--- config.mk ---
export PLATFORM = sky130hd
export DESIGN_NAME = uart_tx_fifo
export DESIGN_NICKNAME = d
export VERILOG_FILES = /design/src/rtl/uart_pkg.sv /design/src/rtl/uart_fifo.sv /design/src/rtl/uart_tx_fifo.sv
export SDC_FILE = /design/constraint.sdc
export NUM_CORES = 1
export LEC_CHECK = 0
export ABC_AREA = 1
export BUFFER_PORTS_ARGS = -buffer_cell sky130_fd_sc_hd__buf_4
export CORE_MARGIN = 1
export CORE_UTILIZATION = 55
export DETAILED_ROUTE_END_ITERATION = 7
export PLACE_DENSITY = 0.78
export SETUP_SLACK_MARGIN = 0.2
export SYNTH_ARGS = -nofsm -noshare
export SYNTH_HDL_FRONTEND = slang
export SYNTH_SLANG_ARGS = --single-unit
--- constraint.sdc ---
create_clock -name sys_clk_i -period 4.2 [get_ports sys_clk_i]
set_clock_uncertainty 0.15 [all_clocks]
set_input_delay 0.84 -clock sys_clk_i [delete_from_list [all_inputs] [get_ports sys_clk_i]]
set_output_delay 0.84 -clock sys_clk_i [all_outputs]
set_load 0.05 [all_outputs]
--- src/rtl/uart_pkg.sv ---
// Shared types and constants for the UART transmit path.
package uart_pkg;

    localparam int OVERSAMPLE = 16;
    localparam int DATA_BITS  = 8;

    typedef enum logic [1:0] {
        IDLE  = 2'd0,
        START = 2'd1,
        DATA  = 2'd2,
        STOP  = 2'd3
    } tx_state_t;

endpackage

--- src/rtl/uart_fifo.sv ---
// Single-clock byte FIFO. Occupancy-counted full/empty, RAM array with a
// registered head read so the head word is ready the cycle after any write.
module uart_fifo #(
    parameter int DEPTH = 16,
    parameter int WIDTH = 8
) (
    input  logic                     sys_clk_i,
    input  logic                     sys_rst_ni,
    input  logic                     push,
    input  logic [WIDTH-1:0]         push_data,
    input  logic                     pop,
    output logic [WIDTH-1:0]         head,
    output logic                     empty,
    output logic                     full,
    output logic [$clog2(DEPTH):0]   level
);

    localparam int AW = $clog2(DEPTH);

    logic [WIDTH-1:0] mem [DEPTH];
    logic [AW-1:0]    wr_ptr_reg, wr_ptr_next;
    logic [AW-1:0]    rd_ptr_reg, rd_ptr_next;
    logic [AW:0]      count_reg, count_next;
    logic [WIDTH-1:0] head_reg;
    logic             push_ok, pop_ok;

    assign empty   = (count_reg == '0);
    assign full    = (count_reg == (AW+1)'(DEPTH));
    assign push_ok = push && !full;
    assign pop_ok  = pop && !empty;

    // Pointers are exactly AW bits wide, so they wrap modulo DEPTH for free.
    assign wr_ptr_next = wr_ptr_reg + AW'(push_ok);
    assign rd_ptr_next = rd_ptr_reg + AW'(pop_ok);

    always_comb begin
        count_next = count_reg;
        case ({push_ok, pop_ok})
            2'b10:   count_next = count_reg + 1'b1;
            2'b01:   count_next = count_reg - 1'b1;
            default: count_next = count_reg;
        endcase
    end

    always_ff @(posedge sys_clk_i) begin
        if (!sys_rst_ni) begin
            wr_ptr_reg <= '0;
            rd_ptr_reg <= '0;
            count_reg  <= '0;
        end else begin
            wr_ptr_reg <= wr_ptr_next;
            rd_ptr_reg <= rd_ptr_next;
            count_reg  <= count_next;
        end
    end

    // The only way the next head slot is being written right now is when the
    // FIFO is (or becomes) empty, so forward the incoming word in that case.
    always_ff @(posedge sys_clk_i) begin
        if (push_ok) begin
            mem[wr_ptr_reg] <= push_data;
        end
        if (push_ok && (wr_ptr_reg == rd_ptr_next)) begin
            head_reg <= push_data;
        end else begin
            head_reg <= mem[rd_ptr_next];
        end
    end

    assign head  = head_reg;
    assign level = count_reg;

endmodule

--- src/rtl/uart_tx_fifo.sv ---
// FIFO-buffered 8N1 UART transmitter with a 16x-oversampled baud counter
// whose divisor is latched at the start of every frame.
module uart_tx_fifo
    import uart_pkg::*;
#(
    parameter int FIFO_DEPTH = 16,
    parameter int DIV_W      = 16
) (
    input  logic                          sys_clk_i,
    input  logic                          sys_rst_ni,
    input  logic [DIV_W-1:0]              divisor_i,
    input  logic [7:0]                    tx_data_i,
    input  logic                          tx_valid_i,
    output logic                          tx_ready_o,
    output logic                          uart_tx_o,
    output logic                          busy_o,
    output logic [$clog2(FIFO_DEPTH):0]   level_o,
    output logic                          overflow_o
);

    localparam int LW    = $clog2(FIFO_DEPTH) + 1;
    localparam int OS_W  = $clog2(OVERSAMPLE);
    localparam int CNT_W = DIV_W + OS_W;
    localparam int IDX_W = $clog2(DATA_BITS);

    tx_state_t            state_reg, state_next;
    logic                 fifo_empty, fifo_full;
    logic [7:0]           fifo_head;
    logic [LW-1:0]        fifo_level;
    logic                 push, pop;
    logic                 armed_reg;
    logic                 bit_done, last_bit;
    logic [CNT_W-1:0]     cnt_reg, cnt_next;
    logic [DIV_W-1:0]     div_m1_reg, div_m1_next;
    logic [IDX_W-1:0]     idx_reg, idx_next;
    logic [DATA_BITS-1:0] shift_reg, shift_next;
    logic                 tx_reg, tx_next;
    logic                 overflow_reg;

    assign push = tx_valid_i && !fifo_full;

    uart_fifo #(
        .DEPTH (FIFO_DEPTH),
        .WIDTH (DATA_BITS)
    ) u_fifo (
        .sys_clk_i  (sys_clk_i),
        .sys_rst_ni (sys_rst_ni),
        .push       (push),
        .push_data  (tx_data_i),
        .pop        (pop),
        .head       (fifo_head),
        .empty      (fifo_empty),
        .full       (fifo_full),
        .level      (fifo_level)
    );

    // A bit lasts 16*div cycles: terminal count is (div-1) followed by four ones.
    assign bit_done = (cnt_reg == {div_m1_reg, {OS_W{1'b1}}});
    assign last_bit = (idx_reg == IDX_W'(DATA_BITS - 1));

    always_ff @(posedge sys_clk_i) begin
        if (!sys_rst_ni) begin
            state_reg <= IDLE;
        end else begin
            state_reg <= state_next;
        end
    end

    // armed_reg delays the wake-up from IDLE by one cycle so a fresh byte
    // always reaches the line on the second edge after it was accepted.
    always_comb begin
        state_next = state_reg;
        case (state_reg)
            IDLE:    if (armed_reg && !fifo_empty) state_next = START;
            START:   if (bit_done) state_next = DATA;
            DATA:    if (bit_done && last_bit) state_next = STOP;
            STOP:    if (bit_done) state_next = fifo_empty ? IDLE : START;
            default: state_next = IDLE;
        endcase
    end

    always_comb begin
        pop         = (state_next == START) && (state_reg != START);
        div_m1_next = div_m1_reg;
        cnt_next    = '0;
        idx_next    = '0;
        shift_next  = shift_reg;
        tx_next     = 1'b1;

        if (pop) begin
            div_m1_next = (divisor_i == '0) ? '0 : divisor_i - 1'b1;
            shift_next  = fifo_head;
        end else if ((state_reg == DATA) && bit_done) begin
            shift_next = shift_reg >> 1;
        end

        if ((state_reg != IDLE) && !bit_done) begin
            cnt_next = cnt_reg + CNT_W'(1);
        end

        if (state_reg == DATA) begin
            idx_next = bit_done ? idx_reg + 1'b1 : idx_reg;
        end

        // The line register follows the state being entered, not the current one.
        case (state_next)
            START:   tx_next = 1'b0;
            DATA:    tx_next = shift_next[0];
            default: tx_next = 1'b1;
        endcase
    end

    always_ff @(posedge sys_clk_i) begin
        if (!sys_rst_ni) begin
            armed_reg    <= 1'b0;
            cnt_reg      <= '0;
            div_m1_reg   <= '0;
            idx_reg      <= '0;
            shift_reg    <= '0;
            tx_reg       <= 1'b1;
            overflow_reg <= 1'b0;
        end else begin
            armed_reg    <= !fifo_empty;
            cnt_reg      <= cnt_next;
            div_m1_reg   <= div_m1_next;
            idx_reg      <= idx_next;
            shift_reg    <= shift_next;
            tx_reg       <= tx_next;
            overflow_reg <= tx_valid_i && fifo_full;
        end
    end

    assign uart_tx_o  = tx_reg;
    assign tx_ready_o = !fifo_full;
    assign busy_o     = (state_reg != IDLE) || !fifo_empty;
    assign level_o    = fifo_level;
    assign overflow_o = overflow_reg;

endmodule

Word-level counts from Yosys, hierarchy flattened

Memory sizes are Yosys's and may differ from the RTL's. A register that Yosys moved wholly into a read port is not among the register bits.
Cells that the tools add are included.

Register bits after elaboration: 65
Memory bits (writable): 128
Bits of input ports: 27
Output and inout port bits: 9
Logic and storage cells: 65
Memories: 1

Memory list:

| memory     | depth | bits a word | rd ports | clocked after Yosys merged registers in | write ports | RTL line        | source |
|---|---|---|---|---|---|---|---|
| u_fifo.mem | 16    | 8           | 1        | 1                                       | 1           | uart_fifo.sv:20 | `logic [WIDTH-1:0] mem [DEPTH];` |

Add/subtract/negate cells: 7
Equality and inequality tests: 11
Mux-type cells: 13
Reduce and logical (&&, ||, !) cells: 21

Operators by type and width:

| kind                                                                  | number |
|---|---|
| 20-bit by 1-bit adder with 20-bit output (second input constant)      | 1 |
| 20-bit == test                                                        | 1 |
| 16-bit zero test                                                      | 1 |
| 16-bit 2-to-1 mux                                                     | 1 |
| 8-bit 2-to-1 mux                                                      | 2 |
| 16-bit by 1-bit subtractor with 16-bit output (second input constant) | 1 |
| 5-bit one-hot mux with 2 select lines                                 | 1 |
| 1-bit logical AND                                                     | 9 |
| 4-bit by 1-bit adder with 4-bit output                                | 2 |
| 2-bit == test (second input constant)                                 | 4 |
| 2-bit 2-to-1 mux                                                      | 4 |
| 2-bit one-hot mux with 4 select lines                                 | 1 |
| 2-bit by 1-bit == test with 1-bit output (second input constant)      | 3 |
| 2-bit nonzero test                                                    | 3 |
| 5-bit by 1-bit adder with 5-bit output (second input constant)        | 1 |
| 5-bit == test (second input constant)                                 | 1 |
| 5-bit zero test                                                       | 1 |
| 5-bit by 1-bit subtractor with 5-bit output (second input constant)   | 1 |
| 2-bit AND reduction                                                   | 2 |
| 3-bit by 1-bit adder with 3-bit output (second input constant)        | 1 |
| 3-bit == test (second input constant)                                 | 1 |
| 1-bit zero test                                                       | 3 |
| 1-bit 2-to-1 mux                                                      | 3 |
| 2-bit zero test                                                       | 1 |
| other kinds (3)                                                       | 3 |

Depth between registers and ports, before layout

Gate-level depths: netlist of the first run.

Word-level depth: 10
Gate-level depth with buffers: 24
Mapped depth without buffers: 24

By module

Synthesis of the first run repeated with hierarchy kept, for this count alone.

Cells, all modules: 990
Area total of the unflattened synthesis: 9143.8 sq um

Modules (own cells, without submodules):

| module       | times used | cells an instance | area an instance (sq um) | seq. area each (sq um) |
|---|---|---|---|---|
| uart_fifo    | 1          | 534               | 6140.9                   | 4184.0 |
| uart_tx_fifo | 1          | 456               | 3002.9                   | 1041.0 |

Worst setup path before layout of the first run

No wires, ideal clock.

Path kind: register -> register
From: reg cnt_reg[0]
To: reg u_fifo.count_reg[4], in the netlist u_fifo.level[4]
Library setup time: 0.146 ns
Data arrival time: 3.009 ns
Required time: 3.904 ns
Slack: 0.895 ns
Cell stages (with the launch flop): 25
Buffers on the path: 0
Period minus slack after synthesis: 3.305 ns
Cell sequence: dfxtp_1 > ha_1 > nand2_1 > nor2_1 > inv_2 > nor2_1 > nand2_1 > nor2_1 > nand4_1 > nand2_1 > nand3_1 > nand4_4 > clkinv_1 > ha_1 > xor2_1 > ha_1 > a21o_1 > nand2_1 > nand2_1 > a21oi_1 > inv_1 > o21ai_0 > a21oi_1 > o21ai_0 > a21oi_1

Longest elaborated chain between the ends: 9

Ends and longest elaborated chain:

| element                                                                     | RTL line            | source |
|---|---|---|
| from (decl)                                                                 | uart_tx_fifo.sv:33  | `logic [CNT_W-1:0] cnt_reg, cnt_next;` |
| from (signal assigned)                                                      | uart_tx_fifo.sv:124 | `cnt_reg <= cnt_next;` |
| 20-bit == test *                                                            | uart_tx_fifo.sv:58  | `assign bit_done = (cnt_reg == {div_m1_reg, {OS_W{1'b1}}});` |
| 1-bit logical AND                                                           | uart_tx_fifo.sv:76  | `DATA: if (bit_done && last_bit) state_next = STOP;` |
| 2-bit 2-to-1 mux                                                            | uart_tx_fifo.sv:76  |  |
| 2-bit one-hot mux with 4 select lines *                                     | uart_tx_fifo.sv:73  | `case (state_reg)` |
| 2-bit by 1-bit == test with 1-bit output *                                  | uart_tx_fifo.sv:83  | `pop = (state_next == START) && (state_reg != START);` |
| 1-bit logical AND *                                                         | uart_tx_fifo.sv:83  |  |
| 1-bit logical AND *                                                         | uart_fifo.sv:30     | `assign pop_ok = pop && !empty;` |
| 2-bit by 1-bit == test with 1-bit output or 2-bit == test (tied branches)   | uart_fifo.sv:38     | `case ({push_ok, pop_ok})` |
| 5-bit one-hot mux with 2 select lines or 2-bit nonzero test (tied branches) | -                   |  |
| to (signal assigned)                                                        | uart_fifo.sv:53     | `count_reg <= count_next;` |
| to (decl)                                                                   | uart_fifo.sv:23     | `logic [AW:0] count_reg, count_next;` |

Every way passes the cells marked *; elsewhere a longest branch is shown, timed or not.
A chain may end at the register's enable or synchronous reset.

Final worst setup path of the first run

Ends and elaborated chain as after synthesis.

==> results.py, run 1 <==
metrics = {
    "worst_setup_path": {
        "cp_slowest_cell": "dfxtp_1",
        "cp.buffers_inverters": 3,
        "startpoint_type": "flip-flop",
        "regToRegStartpoint": "cnt_reg[0]",
        "path_cells": "ha_1, nand2_1, nor2_1, inv_2, nor2_1, nand2_1, nor2_1, nand4_1, nand2_1, nand3_1, nand4_4, clkinv_1, ha_1, xor2_1, ha_1, a21o_1, nand2_1, nand2_1, a21oi_1, inv_1, o21ai_0, a21oi_1, o21ai_0, a21oi_1",
        "arrival_ns": 3.76,
        "worstPathRequired_ns": 4.37,
        "max_stage_delay_ns": 0.36,
        "crit_path_frequent_cell": "nand2_1",
        "crit_path_start": "cnt_reg[0]",
        "regToRegSetupSlack_ns": 0.61,
        "cp_top_family": "simple AND/OR/NAND/NOR gates",
        "crit_path_end_kind": "flip-flop",
        "crit_type": "reg -> reg",
        "critPathMaxFanout": 5,
    },
    "clocking": {
        "cts_tree": "yes",
        "postCtsHoldBufs": 0,
        "clk_pin_slew_ns": 0.07,
        "post_cts_buffers": 0,
        "clock-root-buffer": "clkbuf_16",
        "cts_buffers": 17,
        "clock_latency_ns": 0.44,
        "clock_path_buffers": 2,
        "htreeDepth": 4,
        "cts_resized": 0,
        "cts_sinks": 197,
    },
    "drt": {
        "routed_wl_um": 18240,
        "drt-vias-per-instance": 5.374,
        "wl_per_cell_um": 15.56,
        "drc_errors": 0,
        "ant_nets": 0,
        "vias": 6298,
        "drt_iter0_drc": 552,
        "dr.pass1.iters": 5,
    },
    "logic_synthesis": {
        "syn_nets": 953,
        "synth_cells": 914,
        "synthesis.area_sq_um": 8874,
        "ys_ff_latch": 197,
        "synth.avg_cell_area_sq_um": 9.708,
        "ys_types": 39,
        "synth_warnings": 0,
        "seq_area_frac_synth": 0.5888,
    },
    "global_route": {
        "grt_start_max_net_pins": 56,
        "grt.total_usage": 0.2319,
        "first_global_vias": 5938,
        "overflow": 0,
        "grt_pass1_wl_um": 29120,
        "antenna_found_initial": 0,
    },
    "final_layout": {
        "num-nets-final": 983,
        "num_antenna_cells": 0,
        "largest_reg_flops": 128,
        "layout-drive-gt1-share": 0.09937,
        "fillerInstances": 1285,
        "synthToLayoutAreaGrowth_pct": 11.87,
        "fin_util": 0.6272,
    },
    "power": {
        "peakVddDrop_mv": 0.3792,
        "power_leakage_nw": 3.785,
        "cellPowerDensity_nw_per_um2": 583.5,
    },
    "sta": {
        "slew_violations": 0,
        "fmax_mhz": 278.3,
        "finalSetupViolations": 0,
        "period_needed_ns": 3.593,
        "fin_crit_sh": 0.8556,
        "rsz0062_at_grt": "no",
        "holdWs_ns": 0.3040,
        "slew_headroom": 0.4222,
        "hold_viol": 0,
        "tns_ns": 0,
        "worst_slew_pin_slew_ns": 0.8641,
    },
    "floorplanning": {
        "dieArea_sq_um": 16650,
        "start_util": 0.5606,
        "rows": 46,
        "die_width_um": 129.0,
        "io_pins": 36,
        "core-area_sq_um": 15830,
        "die_y_um": 129.0,
    },
    "placement": {
        "dp_hpwl_um": 12270,
        "gp_congestion": 0.9386,
        "port_buffers": 35,
    },
    "status": {
        "status": "complete, no violations",
    },
    "job": {
        "cap_violations": 0,
    },
    "min_path": {
        "worstHoldStart": "cnt_reg[0]",
        "min_path_type": "reg -> reg",
    },
}
final timing paths:
path,to,cells after the start
max reg2reg,u_fifo.level[4],24
max,u_fifo.level[4],24
min reg2reg,cnt_reg[0],1
min,cnt_reg[0],1
kinds of logic after synthesis:
| kind of cell | count (synthesis) | synth area share |
|---|---|---|
| AND/OR/NAND/NOR | 301 | 0.1478 |
| multiplexers | 32 | 0.03638 |
| adder cells (fa/ha/maj) | 12 | 0.01692 |
| AO/OA/AOI/OAI | 188 | 0.1155 |
| buffers and inverters | 157 | 0.06797 |
| XOR/XNOR | 27 | 0.02665 |
| flip-flops | 197 | 0.5888 |
final cells by class:
cell class                 instances  area [sq um]  area share
clock buffer                      17         425.4     0.04285
clock inverter                    14         165.2     0.01664
inverter                         125         469.2     0.04726
multi-input combinational        560          3045      0.3068
sequential                       197          5229      0.5267
tap                              216         270.3     0.02722
timing repair buffer              43         322.8     0.03252
layout by cell type (no fill, tap or decap), types with 2 or more instances in the layout:
cell type / instances
nand3_2: 2
nor3_2: 3
a21oi_1: 73
xnor2_1: 10
ha_1: 12
nor3_1: 10
edfxtp_1: 128
nand2_2: 2
mux2_2: 2
dfxtp_1: 68
xor2_1: 17
clkinv_2: 2
mux2i_1: 30
nand4_1: 13
o211ai_1: 28
clkbuf_16: 17
buf_4: 43
and2_1: 2
inv_6: 2
inv_8: 3
clkinv_4: 2
nor4_1: 2
nand3_1: 34
o21a_1: 2
clkinv_1: 2
nor2_1: 96
nor3b_1: 2
o21ai_1: 17
nand2_1: 128
clkinv_8: 2
or2_0: 2
o21ai_0: 65
inv_2: 7
inv_1: 116
metrics by stage:
step | std cells | area (sq um) | setup slack, ns | total power [mW]
floorplan | 914 | 8874 | 0.8951 | 3.735
global placement | 1141 | 9336 | 0.7688 | 4.153
detailed placement | 1141 | 9336 | 0.5953 | 4.195
CTS | 1172 | 9927 | 0.6046 | 5.799
global route | 1172 | 9927 | 0.3222 | 6.099
finish | 1172 | 9927 | 0.6065 | 5.792
report_power, final:
group          total, mW  switching (mW)  internal (mW)
Clock               1.62           0.770          0.847
Combinational       1.76            1.14          0.620
Sequential          2.42           0.176           2.24
synthesized netlist by cell type, drive strengths merged:
cell,instances,share of area
a21o,1,0.00085
a21oi,73,0.041
and2,2,0.0014
buf,11,0.0062
clkbuf,21,0.0089
clkinv,2,0.00085
dfxtp,69,0.16
edfxtp,128,0.43
ha,12,0.017
inv,123,0.052
mux2,2,0.0025
mux2i,30,0.034
nand2,130,0.056
nand3,36,0.021
nand3b,1,0.00085
nand4,14,0.012
nor2,97,0.042
nor3,13,0.0090
nor3b,2,0.0017
nor4,2,0.0014
o211ai,28,0.024
o21a,2,0.0017
o21ai,83,0.047
o31ai,1,0.00085
or2,3,0.0021
or4,1,0.00085
xnor2,10,0.0099
xor2,17,0.017
per-layer routing:
layer  vias up  share of wire  track usage  wire length [um]
met5         -              0            0                 0
met4         0          0.020      0.08304               365
met3        30          0.052      0.04707               951
met2       162           0.50       0.3962              9069
met1      2944           0.43       0.2940              7856
li1       3162              -            -                 -
Note: power is estimated with default switching activity, not from simulation.
==> run 2, diff against run 1 <==
--- a/config.mk
+++ b/config.mk
@@ -6,11 +6,11 @@
 export NUM_CORES = 1
 export LEC_CHECK = 0
 export ABC_AREA = 1
-export BUFFER_PORTS_ARGS = -buffer_cell sky130_fd_sc_hd__buf_4
 export CORE_MARGIN = 1
-export CORE_UTILIZATION = 55
+export CORE_UTILIZATION = 63
 export DETAILED_ROUTE_END_ITERATION = 7
-export PLACE_DENSITY = 0.78
+export DONT_BUFFER_PORTS = 1
+export PLACE_DENSITY = 0.85
 export SETUP_SLACK_MARGIN = 0.2
 export SYNTH_ARGS = -nofsm -noshare
 export SYNTH_HDL_FRONTEND = slang
==> run 2 against run 1 <==
- via count increased by 1.8%
- worst hold slack better by 0.0085 ns
- total power shrank 0.22%
- final cell count decreased by 6.1%
- sequential power increased by 4%
- utilization is 7.1 points higher
- first-iteration DRC count increased by 18%
- register-to-register slack hardly changed
- critical path type unchanged
- sequential cell count did not move
==> results.py, run 2 (synthesis results as in run 1) <==
metrics = {
    "global_route": {
        "first_global_vias": 6274,
        "grt_pass1_wl_um": 31410,
        "overflow": 0,
        "grt.total_usage": 0.2867,
        "grt_start_max_net_pins": 61,
        "antenna_found_initial": 0,
    },
    "power": {
        "p_switching_mw": 2.148,
        "p_int_mw": 3.632,
        "power_frac_seq": 0.435,
        "clkPwrFrac": 0.289,
        "combPwrFrac": 0.277,
        "peakVddDrop_mv": 0.5583,
        "power_leakage_nw": 3.625,
        "cellPowerDensity_nw_per_um2": 598.6,
        "switching_share": 0.3716,
    },
    "clocking": {
        "postCtsHoldBufs": 0,
        "htreeDepth": 4,
        "cts_buffers": 17,
        "clk_pin_slew_ns": 0.08,
        "cts_tree": "yes",
        "cts_sinks": 197,
        "clock_path_buffers": 2,
        "clock_latency_ns": 0.44,
        "clock-root-buffer": "clkbuf_16",
    },
    "floorplanning": {
        "die_width_um": 120.7,
        "core-area_sq_um": 13830,
        "start_util": 0.6418,
        "io_pins": 36,
        "rows": 43,
        "die_y_um": 120.7,
        "dieArea_sq_um": 14560,
    },
    "drt": {
        "dr.pass1.iters": 6,
        "drc_errors": 0,
        "vias": 6413,
        "drt-vias-per-instance": 5.825,
        "drt_iter0_drc": 652,
        "wl_per_cell_um": 17.76,
        "routed_wl_um": 19550,
        "ant_nets": 0,
    },
    "worst_setup_path": {
        "rr_endpoint": "u_fifo.level[4]",
        "path_cells": "inv_2, nand2_1, nand2_1, nor2_1, nand2_1, nor2_1, nand3_1, o21ai_1, nand3_1, nand4_4, clkinv_1, ha_2, xor2_1, ha_1, a21o_1, nand2_1, nand2_1, a21oi_1, inv_1, o21ai_0, a21oi_1, o21ai_0, a21oi_1",
        "startpoint_type": "flip-flop",
        "critPathMaxFanout": 7,
        "crit_path_frequent_cell": "nand2_1",
        "worstPathRequired_ns": 4.36,
        "crit_path_end_kind": "flip-flop",
        "cp_top_family": "simple AND/OR/NAND/NOR gates",
        "r2r_cells": 23,
        "cp_slowest_cell": "dfxtp_1",
        "arrival_ns": 3.76,
        "crit_type": "reg -> reg",
        "cp.buffers_inverters": 3,
        "regToRegSetupSlack_ns": 0.60,
        "crit_path_start": "cnt_reg[12]",
        "max_stage_delay_ns": 0.47,
        "regToRegStartpoint": "cnt_reg[12]",
    },
    "sta": {
        "finalSetupViolations": 0,
        "rsz0062_at_grt": "no",
        "tns_ns": 0,
        "period_needed_ns": 3.601,
        "fin_crit_sh": 0.8575,
        "slew_violations": 0,
        "worst_slew_pin_slew_ns": 0.8652,
        "fmax_mhz": 277.7,
        "hold_viol": 0,
        "slew_headroom": 0.4215,
    },
    "final_layout": {
        "num-nets-final": 947,
        "fillerInstances": 969,
        "fin_cells": 1101,
        "synthToLayoutAreaGrowth_pct": 8.813,
        "layout-drive-gt1-share": 0.06732,
        "final_cell_mix": "128 x nand2_1, 128 x edfxtp_1, 116 x inv_1",
        "num_antenna_cells": 0,
        "largest_reg_flops": 128,
        "fin_util": 0.6983,
    },
    "placement": {
        "dp_hpwl_um": 12810,
        "placedCellCount": 1069,
        "port_buffers": 0,
        "gp_congestion": 0.9130,
    },
    "min_path": {
        "min_path_type": "reg -> reg",
        "worstHoldStart": "u_fifo.rd_ptr_reg[3]",
        "min_path_cells": 1,
    },
    "job": {
        "cap_violations": 0,
    },
    "status": {
        "status": "complete, no violations",
    },
}
run 2: cell types whose count changed in the layout (fill, tap and decap cells not counted), sizes merged:
cell	before	now
buf	43	7
bufinv	1	0
clkinvlp	1	0
inv	129	132
run 2: layout make-up:
cell class | count | area (sq um) | area share
Tap cell | 180 | 225.2 | 0.02333
Clock inverter | 15 | 191.4 | 0.01983
Inverter | 125 | 469.2 | 0.04859
Multi-Input combinational cell | 560 | 3050 | 0.3159
Timing Repair Buffer | 7 | 65.06 | 0.006738
Clock buffer | 17 | 425.4 | 0.04406
Sequential cell | 197 | 5229 | 0.5415
run 2: worst max path at each step:
stage                            endpoint  slack, ns  depth (start not counted)
after floorplan           u_fifo.level[4]       0.90                         24
after global placement    u_fifo.level[4]       0.74                         24
after detailed placement  u_fifo.level[4]       0.54                         24
after CTS                 u_fifo.level[4]       0.53                         24
after global routing      u_fifo.level[4]       0.23                         24
final                     u_fifo.level[4]       0.60                         23
run 2: stage by stage:
stage          hold slack [ns]  power (mW)  area, sq um  worst slack (ns)
2_1_floorplan           0.2679       3.735         8874            0.8951
3_3_place_gp            0.2801       4.046         9034            0.7412
3_5_place_dp            0.3029       4.114         9034            0.5386
4_1_cts                 0.3190       5.772         9651            0.5300
5_1_grt                 0.3177       6.073         9656            0.2251
6_report                0.3124       5.779         9656            0.5987
run 2: power groups by stage:
stage	clock [mW]	combinational, mW	sequential [mW]
CTS	1.68	1.58	2.51
finish	1.67	1.60	2.51
detailed placement	0	1.56	2.55
global placement	0	1.50	2.54
floorplan	0	1.30	2.43
global route	1.75	1.78	2.54
run 2: metal layers:
metal  GRT usage  vias to the layer above  share of wire
met1      0.3740                     3026           0.42
li1            -                     3084              -
met5           0                        -              0
met2      0.4666                      255           0.48
met4      0.1242                        0          0.029
met3     0.05755                       48          0.066
run 2: repair_timing:
item / in CTS / in global routing
endpoints found under the setup margin: 0 / 1
gates resized for setup: 0 / 2
buffers inserted: 0 / 0
run 2: worst register-to-register path, cell delays in order, from the launching register on:
cell      delay (ns)
dfxtp_1         0.47
inv_2           0.10
nand2_1         0.07
nand2_1         0.06
nor2_1          0.14
nand2_1         0.07
nor2_1          0.12
nand3_1         0.17
o21ai_1         0.16
nand3_1         0.14
nand4_4         0.10
clkinv_1        0.15
ha_2            0.25
xor2_1          0.17
ha_1            0.22
a21o_1          0.18
nand2_1         0.07
nand2_1         0.05
a21oi_1         0.12
inv_1           0.07
o21ai_0         0.15
a21oi_1         0.07
o21ai_0         0.16
a21oi_1         0.05
==> run 3, diff against run 2 <==
--- a/config.mk
+++ b/config.mk
@@ -10,7 +10,7 @@
 export CORE_UTILIZATION = 63
 export DETAILED_ROUTE_END_ITERATION = 7
 export DONT_BUFFER_PORTS = 1
-export PLACE_DENSITY = 0.85
+export PLACE_DENSITY = 0.78
 export SETUP_SLACK_MARGIN = 0.2
 export SYNTH_ARGS = -nofsm -noshare
 export SYNTH_HDL_FRONTEND = slang
==> run 3 against run 2 <==
- register-to-register slack barely moved
- worst hold slack got worse by 0.0056 ns
- non-clock buffer count rose by 2
- final cell count barely moved
- via count fell by 3.1%
- total power fell by 3.5%
- largest power group unchanged
==> results.py, run 3 (synthesis results as in run 1) <==
metrics = {
    "status": {
        "status": "complete, no violations",
    },
    "clocking": {
        "clock_path_buffers": 2,
        "clock-root-buffer": "clkbuf_16",
        "postCtsHoldBufs": 0,
        "htreeDepth": 4,
        "clk_pin_slew_ns": 0.06,
        "cts_buffers": 17,
        "cts_tree": "yes",
        "cts_sinks": 197,
        "clock_latency_ns": 0.43,
        "post_cts_buffers": 0,
        "cts_resized": 0,
    },
    "drt": {
        "wl_per_cell_um": 16.93,
        "ant_nets": 0,
        "routed_wl_um": 18660,
        "drt_iter0_drc": 648,
        "vias": 6213,
        "drt-vias-per-instance": 5.638,
        "dr.pass1.iters": 5,
        "drc_errors": 0,
    },
    "sta": {
        "tns_ns": 0,
        "finalSetupViolations": 0,
        "period_needed_ns": 3.596,
        "fin_crit_sh": 0.8562,
        "slew_violations": 0,
        "slew_headroom": 0.3980,
        "fmax_mhz": 278.1,
        "rsz0062_at_grt": "no",
        "worst_slew_pin_slew_ns": 0.8981,
        "hold_viol": 0,
    },
    "floorplanning": {
        "io_pins": 36,
        "die_width_um": 120.7,
        "die_y_um": 120.7,
        "start_util": 0.6418,
        "core-area_sq_um": 13830,
        "rows": 43,
        "dieArea_sq_um": 14560,
    },
    "final_layout": {
        "seqCellArea_sq_um": 5229,
        "multi_input_area_sq_um": 3048,
        "layout-drive-gt1-share": 0.05965,
        "fin_cells": 1102,
        "largest_reg_flops": 128,
        "num-nets-final": 949,
        "fillerInstances": 994,
        "fin_util": 0.6916,
        "num_antenna_cells": 0,
        "synthToLayoutAreaGrowth_pct": 7.769,
        "final_cell_mix": "128 x nand2_1, 128 x edfxtp_1, 116 x inv_1",
    },
    "power": {
        "peakVddDrop_mv": 0.3605,
        "power_leakage_nw": 3.578,
        "cellPowerDensity_nw_per_um2": 583.0,
        "power.total_mw": 5.575,
    },
    "worst_setup_path": {
        "rr_endpoint": "u_fifo.level[4]",
        "arrival_ns": 3.74,
        "crit_path_end_kind": "flip-flop",
        "regToRegStartpoint": "cnt_reg[0]",
        "regToRegSetupSlack_ns": 0.60,
        "worstPathRequired_ns": 4.34,
        "r2r_cells": 24,
        "startpoint_type": "flip-flop",
        "crit_type": "reg -> reg",
        "critPathMaxFanout": 5,
    },
    "placement": {
        "gp_congestion": 0.8993,
        "port_buffers": 0,
        "placedCellCount": 1071,
        "dp_hpwl_um": 12740,
    },
    "min_path": {
        "worstHoldStart": "cnt_reg[0]",
        "min_path_cells": 1,
        "min_path_type": "reg -> reg",
        "hold_end": "cnt_reg[0]",
    },
    "global_route": {
        "overflow": 0,
        "grt.total_usage": 0.2760,
        "grt_pass1_wl_um": 30210,
        "grt_start_max_net_pins": 66,
        "first_global_vias": 6019,
        "antenna_found_initial": 0,
    },
    "job": {
        "cap_violations": 0,
    },
}
run 3: changes by cell type in the layout (fill, tap and decap cells not counted), moves of 2 or more:
cell        change
buf_4           +3
clkbuf_1        +5
clkinv_1        +2
clkinv_4        -2
clkinv_8        -4
clkinvlp_4      +2
inv_12          -2
inv_8           -6
run 3: worst max path at each step:
stage | from | endpoint | slack, ns | cells past startpoint
2_1_floorplan | cnt_reg[0] | u_fifo.level[4] | 0.90 | 24
3_3_place_gp | cnt_reg[0] | u_fifo.level[4] | 0.76 | 24
3_5_place_dp | cnt_reg[0] | u_fifo.level[4] | 0.61 | 24
4_1_cts | cnt_reg[0] | u_fifo.level[4] | 0.55 | 24
5_1_grt | cnt_reg[0] | u_fifo.level[4] | 0.21 | 24
6_report | cnt_reg[0] | u_fifo.level[4] | 0.60 | 24
run 3: critical path, stage by stage (launching register included):
cell and delay (ns):
dfxtp_1 0.36, ha_1 0.18, nand2_1 0.08, nor2_2 0.15, inv_2 0.08, nor2_1 0.08, nand2_1 0.05, nor2_1 0.14
nand4_1 0.10, nand2_1 0.09, nand3_1 0.13, nand4_4 0.10, clkinv_1 0.15, ha_1 0.30, xor2_1 0.18, ha_1 0.19
a21o_1 0.17, nand2_1 0.06, nand2_1 0.05, a21oi_1 0.11, inv_1 0.07, o21ai_0 0.20, a21oi_1 0.09, o21ai_0 0.15
a21oi_1 0.05
run 3: layout make-up:
class                      count  share of cell area
tap                          180             0.02355
timing repair buffer           9            0.007065
multi-input combinational    560              0.3187
inverter                     125             0.04906
clock buffer                  22             0.04645
sequential                   197              0.5468
clock inverter                 9            0.008374
run 3: power by group:
group / leakage, nW / total [mW] / switching [mW] / internal [mW]
Sequential: 1.72 / 2.48 / 0.235 / 2.24
Combinational: 1.61 / 1.61 / 1.05 / 0.566
Clock: 0.246 / 1.48 / 0.672 / 0.811
Total: 3.58 / 5.58 / 1.95 / 3.62
run 3: metrics by stage:
stage	cell area, sq um	setup WS [ns]	hold slack (ns)
after global placement	9036	0.7596	0.2816
after global routing	9563	0.2103	0.3237
after detailed placement	9036	0.6068	0.2904
final	9563	0.6040	0.3068
after CTS	9560	0.5504	0.3101
after floorplan	8874	0.8951	0.2679
run 3: routing by layer:
layer | wire length (um) | share of wire | vias up | global-route usage
li1 | - | - | 3085 | -
met1 | 8174 | 0.44 | 2934 | 0.3668
met2 | 9035 | 0.48 | 163 | 0.4601
met3 | 1087 | 0.058 | 31 | 0.04764
met4 | 359 | 0.019 | 0 | 0.09259
met5 | 0 | 0 | - | 0
